$ cat config.mk
export PLATFORM = sky130hd
export DESIGN_NAME = spi_arbiter
export DESIGN_NICKNAME = d
export VERILOG_FILES = /design/src/rtl/spi_arbiter.sv
export SDC_FILE = /design/constraint.sdc
export NUM_CORES = 1
export LEC_CHECK = 0
export ABC_CLOCK_PERIOD_IN_PS = 2900
export BUFFER_PORTS_ARGS = -buffer_cell sky130_fd_sc_hd__buf_2
export CORE_MARGIN = 2
export CORE_UTILIZATION = 50
export CTS_CLUSTER_SIZE = 20
export DETAILED_ROUTE_END_ITERATION = 6
export MAX_ROUTING_LAYER = met4
export PLACE_DENSITY = 0.89
export RECOVER_POWER = 50
export SETUP_SLACK_MARGIN = 0.15
export SLEW_MARGIN = 25
export SYNTH_ARGS = -nofsm -noshare
export SYNTH_HDL_FRONTEND = slang
export SYNTH_SLANG_ARGS = --single-unit
$ cat constraint.sdc
create_clock -name CLK -period 2.9 [get_ports CLK]
set_input_delay 0.29 -clock CLK [delete_from_list [all_inputs] [get_ports CLK]]
set_output_delay 0.29 -clock CLK [all_outputs]
set_load 0.05 [all_outputs]
$ cat src/rtl/spi_arbiter.sv
// spi_arbiter: round-robin scheduler sharing one CPU_spi master among four
// requesters. Latches the winner's transaction word and SPI mode, strobes the
// master, follows CS through the transfer and reports completion or timeout.
module spi_arbiter #(
  parameter int unsigned SETUP_CYC = 2,
  parameter int unsigned STB_LEN   = 2,
  parameter int unsigned TO_START  = 64,
  parameter int unsigned TO_END    = 1024,
  parameter int unsigned GAP_CYC   = 2
) (
  input  logic        CLK,
  input  logic        RESET,
  input  logic [3:0]  REQ,
  input  logic [63:0] REQ_DATA,
  input  logic [7:0]  REQ_MODE,
  input  logic        CS,
  output logic        START_STB,
  output logic [15:0] TRANSACCION,
  output logic        CKP,
  output logic        CPH,
  output logic [3:0]  GNT,
  output logic [3:0]  DONE,
  output logic        ERR,
  output logic        BUSY
);

  typedef enum logic [2:0] {
    S_IDLE,
    S_SETUP,
    S_STROBE,
    S_WAIT_LOW,
    S_WAIT_HIGH,
    S_FINISH,
    S_GAP
  } state_t;

  // Terminal counts for the 11-bit phase counter. Counts start at 0 on state
  // entry, so a phase lasting N cycles ends when the counter shows N-1.
  localparam logic [10:0] SETUP_LAST = 11'(SETUP_CYC - 1);
  localparam logic [10:0] STB_LAST   = 11'(STB_LEN - 1);
  localparam logic [10:0] START_LIM  = 11'(TO_START);
  localparam logic [10:0] END_LIM    = 11'(TO_END);
  localparam logic [10:0] GAP_LAST   = (GAP_CYC == 0) ? 11'd0 : 11'(GAP_CYC - 1);
  localparam bit          HAS_GAP    = (GAP_CYC != 0);
  localparam logic [10:0] CNT_MAX    = 11'h7FF;

  state_t      state;
  logic [10:0] cnt;
  logic [10:0] cnt_inc;
  logic [1:0]  ptr;
  logic        cs_q;
  logic        any_req;
  logic [1:0]  winner;

  // CS arrives from the SPI master; one register stage gives a clean copy.
  always_ff @(posedge CLK or negedge RESET) begin
    if (!RESET) begin
      cs_q <= 1'b1;
    end else begin
      cs_q <= CS;
    end
  end

  // Round-robin search: the first set request at or above the pointer, mod 4.
  // Scanning offsets from high to low lets the smallest offset win.
  always_comb begin
    any_req = 1'b0;
    winner  = ptr;
    for (int i = 3; i >= 0; i--) begin
      if (REQ[ptr + 2'(i)]) begin
        any_req = 1'b1;
        winner  = ptr + 2'(i);
      end
    end
  end

  // Phase counter increment that sticks at all-ones rather than wrapping.
  always_comb begin
    cnt_inc = (cnt == CNT_MAX) ? cnt : cnt + 11'd1;
  end

  // Service sequencer: grant, setup hold, strobe, CS tracking, report, gap.
  always_ff @(posedge CLK or negedge RESET) begin
    if (!RESET) begin
      state       <= S_IDLE;
      cnt         <= 11'd0;
      ptr         <= 2'd0;
      START_STB   <= 1'b0;
      TRANSACCION <= 16'h0000;
      CKP         <= 1'b0;
      CPH         <= 1'b0;
      GNT         <= 4'b0000;
      DONE        <= 4'b0000;
      ERR         <= 1'b0;
      BUSY        <= 1'b0;
    end else begin
      DONE <= 4'b0000;
      ERR  <= 1'b0;
      case (state)
        S_IDLE: begin
          if (any_req) begin
            GNT          <= 4'b0001 << winner;
            TRANSACCION  <= REQ_DATA[{winner, 4'b0000} +: 16];
            {CKP, CPH}   <= REQ_MODE[{winner, 1'b0} +: 2];
            ptr          <= winner + 2'd1;
            BUSY         <= 1'b1;
            cnt          <= 11'd0;
            state        <= S_SETUP;
          end
        end

        S_SETUP: begin
          if (cnt == SETUP_LAST) begin
            START_STB <= 1'b1;
            cnt       <= 11'd0;
            state     <= S_STROBE;
          end else begin
            cnt <= cnt_inc;
          end
        end

        S_STROBE: begin
          if (cnt == STB_LAST) begin
            START_STB <= 1'b0;
            cnt       <= 11'd0;
            state     <= S_WAIT_LOW;
          end else begin
            cnt <= cnt_inc;
          end
        end

        S_WAIT_LOW: begin
          if (!cs_q) begin
            cnt   <= 11'd0;
            state <= S_WAIT_HIGH;
          end else if (cnt == START_LIM) begin
            DONE  <= GNT;
            ERR   <= 1'b1;
            cnt   <= 11'd0;
            state <= S_FINISH;
          end else begin
            cnt <= cnt_inc;
          end
        end

        S_WAIT_HIGH: begin
          if (cs_q) begin
            DONE  <= GNT;
            ERR   <= 1'b0;
            cnt   <= 11'd0;
            state <= S_FINISH;
          end else if (cnt == END_LIM) begin
            DONE  <= GNT;
            ERR   <= 1'b1;
            cnt   <= 11'd0;
            state <= S_FINISH;
          end else begin
            cnt <= cnt_inc;
          end
        end

        S_FINISH: begin
          GNT <= 4'b0000;
          cnt <= 11'd0;
          if (HAS_GAP) begin
            state <= S_GAP;
          end else begin
            BUSY  <= 1'b0;
            state <= S_IDLE;
          end
        end

        S_GAP: begin
          if (cnt == GAP_LAST) begin
            BUSY  <= 1'b0;
            cnt   <= 11'd0;
            state <= S_IDLE;
          end else begin
            cnt <= cnt_inc;
          end
        end

        default: begin
          START_STB <= 1'b0;
          GNT       <= 4'b0000;
          BUSY      <= 1'b0;
          cnt       <= 11'd0;
          state     <= S_IDLE;
        end
      endcase
    end
  end

endmodule
Yosys cells after proc, flatten, opt, wreduce, memory -nomap -nowiden
Cells that the tools add are included.
{ "word_totals": {"input_bits": 79, "out_inout_bits": 29, "latchBits": 0, "rom_bits": 0, "memories": 0, "ram_bits": 0, "regBits": 46} }
{ "op_classes": {"div": 0, "n_eq_ne": 16, "magnitude_cmp": 4, "n_mul": 0, "add_sub_neg": 5, "bitwise_logic": 3, "shifts": 3, "reduce_logical": 10, "n_mux": 50} }
{ "op_table": {"columns": ["cell", "count"], "rows": [
  ["two-way mux 11 bit", 7],
  ["indexed part select 64 x 7 -> 16 bit", 1],
  ["one-hot mux 11 bit (4 select lines)", 1],
  ["two-way mux 3 bit", 8],
  ["equality test 11 bit (second input constant)", 2],
  ["one-hot mux 3 bit (7 select lines)", 1],
  ["two-way mux 4 bit", 5],
  ["one-hot mux 4 bit (2 select lines)", 2],
  ["two-way mux 1 bit", 15],
  ["OR reduction 5 bit", 3],
  ["less-than comparator 2 x 3 -> 1 bit (second input constant)", 4],
  ["adder 11 x 1 -> 11 bit (second input constant)", 1],
  ["equality test 11 x 1 -> 1 bit (second input constant)", 1],
  ["equality test 11 x 7 -> 1 bit (second input constant)", 1],
  ["equality test 3 bit (second input constant)", 3],
  ["binary-select mux 1 bit (select 2 bit)", 4],
  ["two-way mux 2 bit", 4],
  ["!= test 2 bit (second input constant)", 4],
  ["indexed part select 8 x 4 -> 2 bit", 1],
  ["equality test 3 x 2 -> 1 bit (second input constant)", 2],
  ["!= test 3 bit (second input constant)", 2],
  ["one-hot mux 1 bit (3 select lines)", 2],
  ["AND reduction 3 bit", 2],
  ["AND reduction 6 bit", 1],
  ["other kinds (9)", 14]
]} }

Longest topological paths before layout
{ "depth": {"word_depth": 10, "ltp_mapped": 9, "ltp_nobuf": 7} }

Worst setup path after synthesis
No wires, ideal clock.
{ "synth_timing": {"path_kind": "flip-flop to flip-flop", "start": "reg cnt[0]", "end": "reg cnt[0]", "required_ns": 2.775, "setup_slack_ns": 0.830, "synth_period_minus_slack_ns": 2.070, "arrival_ns": 1.945, "stages_incl_launch_ff": 9, "cell_sequence": "dfrtp_1 > inv_1 > ha_1 > nor2b_1 > a31oi_1 > a2111oi_4 > buf_6 > nor2_1 > mux2_2"} }
{ "synth_via": {"elab_chain_cells": 5, "word_cells_on_any_way": 12} }
{ "synth_lines": {"columns": ["item", "line", "text"], "rows": [
  ["from (decl)", "48", "logic [10:0] cnt;"],
  ["from (signal assigned)", "118", "cnt <= cnt_inc;"],
  ["from (signal assigned)", "128", "cnt <= cnt_inc;"],
  ["from (signal assigned)", "142", "cnt <= cnt_inc;"],
  ["adder 11 x 1 -> 11 bit or equality test 11 bit (tied branches)", "79", "cnt_inc = (cnt == CNT_MAX) ? cnt : cnt + 11'd1;"],
  ["two-way mux 11 bit", "79", null],
  ["two-way mux 11 bit, on equally long branches", "152, 136", null],
  ["two-way mux 11 bit, on equally long branches", "147, 133", null],
  ["one-hot mux 11 bit (4 select lines) *", "99", "case (state)"]
]} }
Every way passes the cells marked *; elsewhere a longest branch is shown, timed or not.
A chain may end at the register's enable or synchronous reset.

Worst setup path in the final report
{ "layout_timing": {"start": "reg ptr[1]", "end": "reg TRANSACCION[10]"} }
{ "layout_via": {"elab_chain_cells": 8, "word_cells_on_any_way": 21} }
{ "layout_lines": {"columns": ["item", "line", "text"], "rows": [
  ["from (decl)", "50", "logic [1:0] ptr;"],
  ["from (signal assigned)", "105", "ptr <= winner + 2'd1;"],
  ["adder 2 bit", "70, 72", null],
  ["binary-select mux 1 bit (select 2 bit)", "70", "if (REQ[ptr + 2'(i)]) begin"],
  ["two-way mux 1 bit (implied by the code)", "70", null],
  ["two-way mux 2 bit or two-way mux 1 bit (tied branches) (4 in a row)", "70", null],
  ["indexed part select 64 x 7 -> 16 bit or AND reduction 2 bit (tied branches)", null, null],
  ["to (signal assigned)", "103", "TRANSACCION <= REQ_DATA[{winner, 4'b0000} +: 16];"],
  ["to (decl)", "18", "output logic [15:0] TRANSACCION,"]
]} }
Several ways; a longest one is shown, not always the timed one. The select of a mux whose other input is x is not followed.

==> out/qor.csv <==
metric,value,unit
post-layout net count,484,
CTS Sinks,46,
internal power,977,uW
core box area,0.00561,sq mm
clock share of power,0.372,
Hold EP,cs_q$_DFF_PN1_,
via count,2690,
final WL,7300,microns
Synth Register Bits,46,
leak pwr,0.00165,uW
Hold Path Cell Cnt,1,
final hold slack,82.0,ps
average wire per standard cell,15.5,microns
post-route cell area,0.00358,sq mm
ant diodes,0,
part of the power in combinational logic,0.122,
CP startpoint kind,flip-flop,
GR Util met1,0.277,
"FFs w/ async S/R, synth",1.00,
slowest CP cell,or4_1,
largest net degree at the start of global routing,47,
IO Count,108,
"Cell Area, Synth",0.00294,sq mm
maximum clock path buffer count,2,
Peak Freq,426,MHz
Hold Fails Final Rpt,0,
die area,0.00652,sq mm
Crit path required time,3070,ps
antenna violations before repair,0,
remaining routing DRC violations,0,
worst clock skew,4.03,ps
ANT nets after route,0,
most used routing layer,met2,
Netlist cell types,52,
Reg-to-Reg End,TRANSACCION[10]$_DFFE_PN0P_,
total global routing overflow,0,
FF-to-FF path depth,6,
status,finished with violations,
"Arr. time, crit path",2520,ps
die height,80.7,microns
Root Driver,clkbuf_8,
Detailed Place HPWL,5450,microns
met3 GRT Util,0.0356,
Worst VDD drop,0.000192,V
drt pass-1 iters,5,
Post-CTS Setup Bufs,0,
relative slew slack,-0.626,
Via density,5.71,
"EDFF count, synth",0,
worst-path fanout max,18,
top_reg_cell synth,dfrtp_1,
share of layout cells above drive strength 1,0.318,
H-tree levels,2,
Clock Latency Late Sink,300,ps
row count,27,
Initial Util,0.525,
sw power,308,uW
hold_buf cts,0,
RSZ-0062 raised after global routing,false,
syn_nets,381,
syn_area_per_cell,9.98,sq um
global-route wire length before repair,11500,microns
vias in the first global route,2620,
Sw Share,0.240,
die width,80.7,microns
TritonCTS Buffers,5,
setup_tns,0,ps
Hold Crit Start,CS,
failing checks,"max-capacitance violations, max-slew violations",
Final setup viols,0,
YS warnings,0,
"slowest stage delay, CP",480,ps
post_cts resized,0,
sequential power share,0.506,
"Min Clock Period, post-route",2350,ps
Area Growth Syn to Fin,21.6,%
Reg-to-Reg Start,ptr[1]$_DFFE_PN0P_,
Hold WC Path Type,input port to flip-flop,
kind of critical path,flip-flop to flip-flop,
fin crit share,0.810,
Max-Cap Viols,1,
sequential fraction of the synthesis area,0.391,
Power Density,359,mW/mm^2
TritonCTS clock tree,yes,
FF-to-FF setup slack,550,ps
Port Buf Inserts,107,
DRT iter0 DRCs,163,
met2 usage in global routing,0.388,
Clock transition at path regs,90,ps
fin util,0.639,
CP endpoint kind,flip-flop,
Synth Instances,295,
max-slew violation count,47,
GPL Wtd Cong,0.813,
dpl cell area,0.00349,sq mm
worst path cell trace,"and3b_1, or4_1, nand2_2, buf_4, mux2i_1, o221ai_1",
worst-margin pin slew,2440,ps
Tot GR Track Use,0.229,
[kinds of logic after synthesis]
logic type      after synthesis  share of synthesized area
simple gates                103                      0.183
compound gates               72                      0.203
flops                        46                      0.391
mux                          39                      0.133
buf+inv                      28                     0.0595
fa+ha+maj                     7                     0.0297
[synth_stat cells, drive strengths merged (7+ instances only)]
library cell | instances | area share
nor2b | 9 | 0.019
o21ai | 15 | 0.025
a21oi | 8 | 0.014
nor2 | 17 | 0.022
dfrtp | 45 | 0.38
nand3 | 7 | 0.012
nor3 | 11 | 0.019
buf | 11 | 0.037
nand2 | 38 | 0.049
ha | 7 | 0.030
o221ai | 18 | 0.066
inv | 9 | 0.011
clkbuf | 8 | 0.011
mux2i | 37 | 0.13
[layout make-up]
| class | count | area (sq um) |
|---|---|---|
| clock buffer | 6 | 72.6 |
| clock inverter | 2 | 37.5 |
| fill | 490 | 2030 |
| inverter | 9 | 33.8 |
| multi-input combinational | 221 | 1620 |
| sequential | 46 | 1150 |
| tap | 72 | 90.1 |
| timing repair buffer | 115 | 578 |
[power by group through the flow]
stage	Clock (uW)	Sequential [uW]	Combinational, uW
finish	478	651	157
global route	512	652	172
CTS	486	650	159
detailed placement	0	663	159
global placement	0	663	153
floorplan	0	676	69.7
[flip-flops by register name (all words and copies together) (netlist names)]
name	flops
BUSY	1
CKP	1
CPH	1
DONE	4
ERR	1
GNT	4
START_STB	1
TRANSACCION	16
cnt	11
cs_q	1
ptr	2
state	3
[worst max-delay path, delay by kind of cell (launching register included)]
family | cells | cell delay, ps
AO/OA/AOI/OAI | 1 | 150
AND/OR/NAND/NOR | 3 | 1070
multiplexers | 1 | 230
buffers and inverters | 1 | 330
flip-flops | 1 | 440
[worst max-delay path by stage]
stage / from / endpoint / slack, ps
after floorplan: cnt[0]$_DFFE_PN0P_ / cnt[0]$_DFFE_PN0P_ / 830
after global placement: REQ[3] / TRANSACCION[2]$_DFFE_PN0P_ / 630
after detailed placement: REQ[3] / TRANSACCION[10]$_DFFE_PN0P_ / 540
after CTS: ptr[1]$_DFFE_PN0P_ / TRANSACCION[12]$_DFFE_PN0P_ / 550
after global routing: RESET / state[1]$_DFFE_PN0P_ / 280
final: ptr[1]$_DFFE_PN0P_ / TRANSACCION[10]$_DFFE_PN0P_ / 550
[metal layers]
layer	vias up	wire, microns
li1	1305	-
met1	1300	3010
met2	79	3950
met3	6	290
met4	0	51
met5	-	0
[stage by stage]
stage	instances	power [uW]	setup slack, ps
global route	471	1340	281
global placement	463	816	634
CTS	471	1300	548
finish	471	1290	551
detailed placement	463	822	537
floorplan	295	746	830
[placed cells by master (no fill, tap or decap), drive strengths merged, types with 2 or more instances in the layout]
cell type  count
o2bb2ai        2
nand3          7
dfrtp         45
nor2b          9
o21ai         15
buf          101
o221ai        18
or4            2
o211ai         2
nand4b         2
nor3b          3
inv            9
nand2         38
nand4          3
nor2          17
a21oi          8
a31oi          4
a2bb2oi        3
ha             7
clkbuf        20
mux2           2
mux2i         37
o22a           4
a22oi          5
nor3          11
nor4           4
a21o           5
No activity file was read; power rests on OpenSTA's default activity.
